[src/rtl/noc_pkt_rx.sv]
// NoC ejection-port receiver: checks the head destination, reassembles data
// flits into one wide word and hands it to the core over valid/ready.
module noc_pkt_rx #(
    parameter int FLIT_W    = 32,
    parameter int MAX_FLITS = 4,
    parameter int ID_W      = 4,
    parameter int MY_ID     = 0,
    localparam int LEN_W    = $clog2(MAX_FLITS + 1)
) (
    input  logic                        clk,
    input  logic                        rst_n,
    input  logic                        flit_valid,
    input  logic [1:0]                  flit_type,
    input  logic [FLIT_W-1:0]           flit_data,
    output logic                        flit_ready,
    output logic                        pkt_valid,
    input  logic                        pkt_ready,
    output logic [MAX_FLITS*FLIT_W-1:0] pkt_data,
    output logic [LEN_W-1:0]            pkt_len,
    output logic [ID_W-1:0]             pkt_src,
    output logic                        err_misroute,
    output logic                        err_overflow,
    output logic                        err_proto
);

    typedef enum logic [1:0] {
        IDLE, COLLECT, DROP, DELIVER
    } state_e;

    localparam logic [1:0] T_HEAD = 2'b00;
    localparam logic [1:0] T_TAIL = 2'b10;
    localparam logic [1:0] T_HT   = 2'b11;
    localparam logic [LEN_W-1:0] LEN_MAX = LEN_W'(MAX_FLITS);

    state_e                      state_q, state_d;
    logic [MAX_FLITS*FLIT_W-1:0] data_q, data_d;
    logic [LEN_W-1:0]            len_q, len_d;
    logic [ID_W-1:0]             src_q, src_d;
    logic                        mis_q, mis_d;
    logic                        ovf_q, ovf_d;
    logic                        proto_q, proto_d;

    logic is_head, is_tail, dest_ok;

    assign is_head = (flit_type == T_HEAD) || (flit_type == T_HT);
    assign is_tail = (flit_type == T_TAIL);
    assign dest_ok = (flit_data[ID_W-1:0] == ID_W'(MY_ID));

    always_comb begin
        state_d = state_q;
        data_d  = data_q;
        len_d   = len_q;
        src_d   = src_q;
        mis_d   = 1'b0;
        ovf_d   = 1'b0;
        proto_d = 1'b0;
        if (state_q == DELIVER) begin
            if (pkt_ready) state_d = IDLE;
        end else if (flit_valid) begin
            if (is_head) begin
                // A head always restarts reception, abandoning any open packet
                proto_d = (state_q != IDLE);
                if (dest_ok) begin
                    data_d  = '0;
                    len_d   = '0;
                    src_d   = flit_data[2*ID_W-1:ID_W];
                    state_d = (flit_type == T_HT) ? DELIVER : COLLECT;
                end else begin
                    mis_d   = 1'b1;
                    state_d = (flit_type == T_HT) ? IDLE : DROP;
                end
            end else begin
                unique case (state_q)
                    IDLE: proto_d = 1'b1;
                    COLLECT: begin
                        if (len_q < LEN_MAX) begin
                            for (int k = 0; k < MAX_FLITS; k++) begin
                                if (LEN_W'(k) == len_q)
                                    data_d[k*FLIT_W +: FLIT_W] = flit_data;
                            end
                            len_d = len_q + 1'b1;
                            if (is_tail) state_d = DELIVER;
                        end else begin
                            ovf_d   = 1'b1;
                            state_d = is_tail ? IDLE : DROP;
                        end
                    end
                    DROP: if (is_tail) state_d = IDLE;
                    default: ;
                endcase
            end
        end
    end

    always_ff @(posedge clk or negedge rst_n) begin
        if (!rst_n) begin
            state_q <= IDLE;
            data_q  <= '0;
            len_q   <= '0;
            src_q   <= '0;
            mis_q   <= 1'b0;
            ovf_q   <= 1'b0;
            proto_q <= 1'b0;
        end else begin
            state_q <= state_d;
            data_q  <= data_d;
            len_q   <= len_d;
            src_q   <= src_d;
            mis_q   <= mis_d;
            ovf_q   <= ovf_d;
            proto_q <= proto_d;
        end
    end

    assign flit_ready   = (state_q != DELIVER);
    assign pkt_valid    = (state_q == DELIVER);
    assign pkt_data     = data_q;
    assign pkt_len      = len_q;
    assign pkt_src      = src_q;
    assign err_misroute = mis_q;
    assign err_overflow = ovf_q;
    assign err_proto    = proto_q;

endmodule

[config.mk]
export PLATFORM = sky130hd
export DESIGN_NAME = noc_pkt_rx
export DESIGN_NICKNAME = d
export VERILOG_FILES = /design/src/rtl/noc_pkt_rx.sv
export SDC_FILE = /design/constraint.sdc
export NUM_CORES = 1
export LEC_CHECK = 0
export ABC_AREA = 1
export ABC_CLOCK_PERIOD_IN_PS = 4300
export CAP_MARGIN = 5
export CORE_MARGIN = 8
export CORE_UTILIZATION = 25
export DETAILED_ROUTE_END_ITERATION = 10
export PLACE_DENSITY = 0.48
export SLEW_MARGIN = 15
export SYNTH_ARGS = -nofsm -noshare
export SYNTH_HDL_FRONTEND = slang
export SYNTH_SLANG_ARGS = --single-unit
export TNS_END_PERCENT = 1
[constraint.sdc]
create_clock -name clk -period 4.3 [get_ports clk]
set_input_delay 0.86 -clock clk [delete_from_list [all_inputs] [get_ports clk]]
set_output_delay 0.86 -clock clk [all_outputs]
set_load 0.05 [all_outputs]
==> summary.txt <==
STA
  • Fin Setup TNS: 0 ps
  • Clk_skew: 8.28 ps
  • Final min period: 3110 ps
  • Period utilization: 72.3%
  • Hold Vio Cnt, Final: 0
  • Final Setup Violations: 0
  • Worst-margin pin slew: 990 ps
  • WHS: 484 ps
  • Max Fclk: 0.322 GHz
  • RSZ-0062 raised after global routing: no
  • Slew HR: 34.0%
  • Max-slew violations: 0

Die
  • Num rows: 55
  • Die ar.: 0.0280 mm^2
  • Initial Util: 25.3%
  • Die Y: 167 um
  • DIE WIDTH: 167 um
  • I/O pin count: 178
  • Core area: 0.0226 mm^2

Synth
  • Post-synthesis adder-cell area fraction: 2.41%
  • Simple-gate area share of the yosys netlist: 15.8%
  • Cells after synthesis: 553
  • Number of synthesized register bits: 140
  • Avg Cell Area, Syn: 10.3 um^2
  • Post-Synth XOR/XNOR Area: 0%
  • Netlist cell types: 21
  • Seq/Total Area, Yosys: 61.3%
  • Syn nets: 602
  • Compound-gate portion of the synthesized area: 14.3%
  • Main combinational cell family by area after synthesis: simple AND/OR/NAND/NOR gates
  • Synth warnings: 0
  • Post-Syn Area: 0.00572 mm^2
  • Share of synthesized area spent on multiplexers: 0%

Cells and area
  • Number of filler cells placed in the layout: 2270
  • Fraction of final layout cells sized beyond drive strength 1: 11.2%
  • Non-Filler Instances: 1025
  • Layout Nets: 777
  • Synth-to-Final Area Change: 44.2%
  • Register area: 0.00350 mm^2
  • Most frequent cells in the layout: 187 x nand2_1, 176 x clkdlybuf4s50_1, 140 x dfrtp_1, 99 x o21ai_1, 29 x o21ai_2
  • Inserted Diodes: 0
  • Commonest non-fill, non-tap cell in the layout: nand2_1
  • Multi-input gate area: 0.00186 mm^2

Route
  • Final ANT Viol Nets: 0
  • Final wirelength: 17.3 mm
  • DR WL/cell: 16.9 um
  • DRC: 0
  • Drt pass-1 iters: 5
  • Via count: 4445
  • Drt initial violations: 253
  • Vias per std cell: 4.34

Critical path
  • Kind of end point of the critical path: flip-flop
  • Req. time, crit path: 4630 ps
  • Crit path DAT: 3440 ps
  • Crit-path max FO: 64
  • Setup CP Type: primary input to flip-flop
  • CP startpoint kind: primary input

Placement
  • GPL Wtd Cong: 0.787
  • Placed Cells incl. Taps: 994
  • Port bufs: 177
  • Detailed Place HPWL: 12.4 mm

GRT
  • Remaining Overflow, GRT: 0
  • Antenna violations before repair: 0
  • Vias in the first global route: 4655
  • All-Layer GR Usage: 12.6%
  • First-pass GRT wire length: 27.5 mm
  • Largest net degree at the start of global routing: 106

CTS
  • Post-cts sizing count: 0
  • Worst skew pair latency: 410 ps
  • Clk root buf: clkbuf_16
  • CTS tree: done
  • H-tree lvl count: 4
  • Post-CTS setup buffers: 0
  • CTS buffer count: 17
  • Cts hold-fix bufs: 0
  • # clock sinks: 140
  • Clock tree buffer depth: 2
  • Clk pin slew, worst setup/hold paths: 60 ps

Run
  • Max-Cap Viols: 0

Run status
  • Outcome: complete, no violations

Hold path
  • Hold Path Class: flip-flop to flip-flop
-- final cells by class --
type / count / share of cell area (%)
clock buffer: 22 / 6.00
multi-input combinational: 367 / 22.5
inverter: 17 / 0.774
clock inverter: 9 / 1.32
timing repair buffer: 185 / 22.5
sequential: 140 / 42.5
tap: 285 / 4.33
-- synthesized netlist by cell type --
master	count	area share (%)
ha_1	11	2.4
clkbuf_1	2	0.13
nand2_4	1	0.20
dfrtp_1	140	61
nand3_4	4	1.2
inv_1	15	0.98
or2_2	4	0.44
o21ai_1	99	8.7
nor2_1	10	0.66
o21ai_0	7	0.61
buf_6	24	4.7
nand4_1	1	0.11
a21oi_1	3	0.26
a21oi_4	1	0.28
nand2_2	2	0.22
o21ai_2	29	4.4
buf_2	3	0.26
nand3_1	7	0.61
nor3_1	1	0.087
inv_2	2	0.13
nand2_1	187	12
-- sequential cells by signal, summed over array words and instances (netlist names) --
signal	cells
pkt_len	3
state_q	2
pkt_src	4
pkt_data	128
err_overflow	1
err_misroute	1
err_proto	1
-- per-stage QoR --
stage	area [um^2]	util [%]	setup slack, ps
after CTS	8240	36.5	1200
after detailed placement	7640	33.8	768
after global placement	7640	33.8	809
final	8240	36.5	1190
after global routing	8240	36.5	931
after floorplan	5720	-	2130
-- routing by layer --
layer / vias up / global-route usage, % / wire length (um)
met5: - / 0 / 0
met4: 0 / 4.23 / 157
met3: 10 / 4.47 / 1050
met2: 148 / 19.8 / 8040
met1: 2119 / 16.0 / 8020
li1: 2168 / - / -
-- path summary, 6_finish.rpt --
path,from,to,slack (ps),cells after the start
setup / recovery,flit_type[0],pkt_data[19],1190,10
hold / removal,pkt_data[48],pkt_data[48],480,2
setup reg to reg,state_q[0],pkt_data[70],2070,8
hold reg to reg,pkt_data[48],pkt_data[48],480,2
max in group asynchronous,rst_n,pkt_data[31],2830,2
min in group asynchronous,rst_n,pkt_data[74],580,1
-- cell families (layout without fill, tap and decap cells) --
kind of cell | Yosys count | after routing
AND/OR/NAND/NOR | 217 | 217
flip-flops | 140 | 140
AO/OA/AOI/OAI | 139 | 139
buffers and inverters | 46 | 233
adder cells (fa/ha/maj) | 11 | 11
-- critical path, cell delays in order --
cell and delay (ps):
clkdlybuf4s50_1 480, inv_1 50, ha_1 420, clkinv_1 140, buf_4 410, nand2_1 160, nand3_4 100, buf_4 550
nand2_1 120, o21ai_1 100
Power is not shown: default switching activity piles up to over one toggle a cycle in this logic, so the estimate is an artifact.
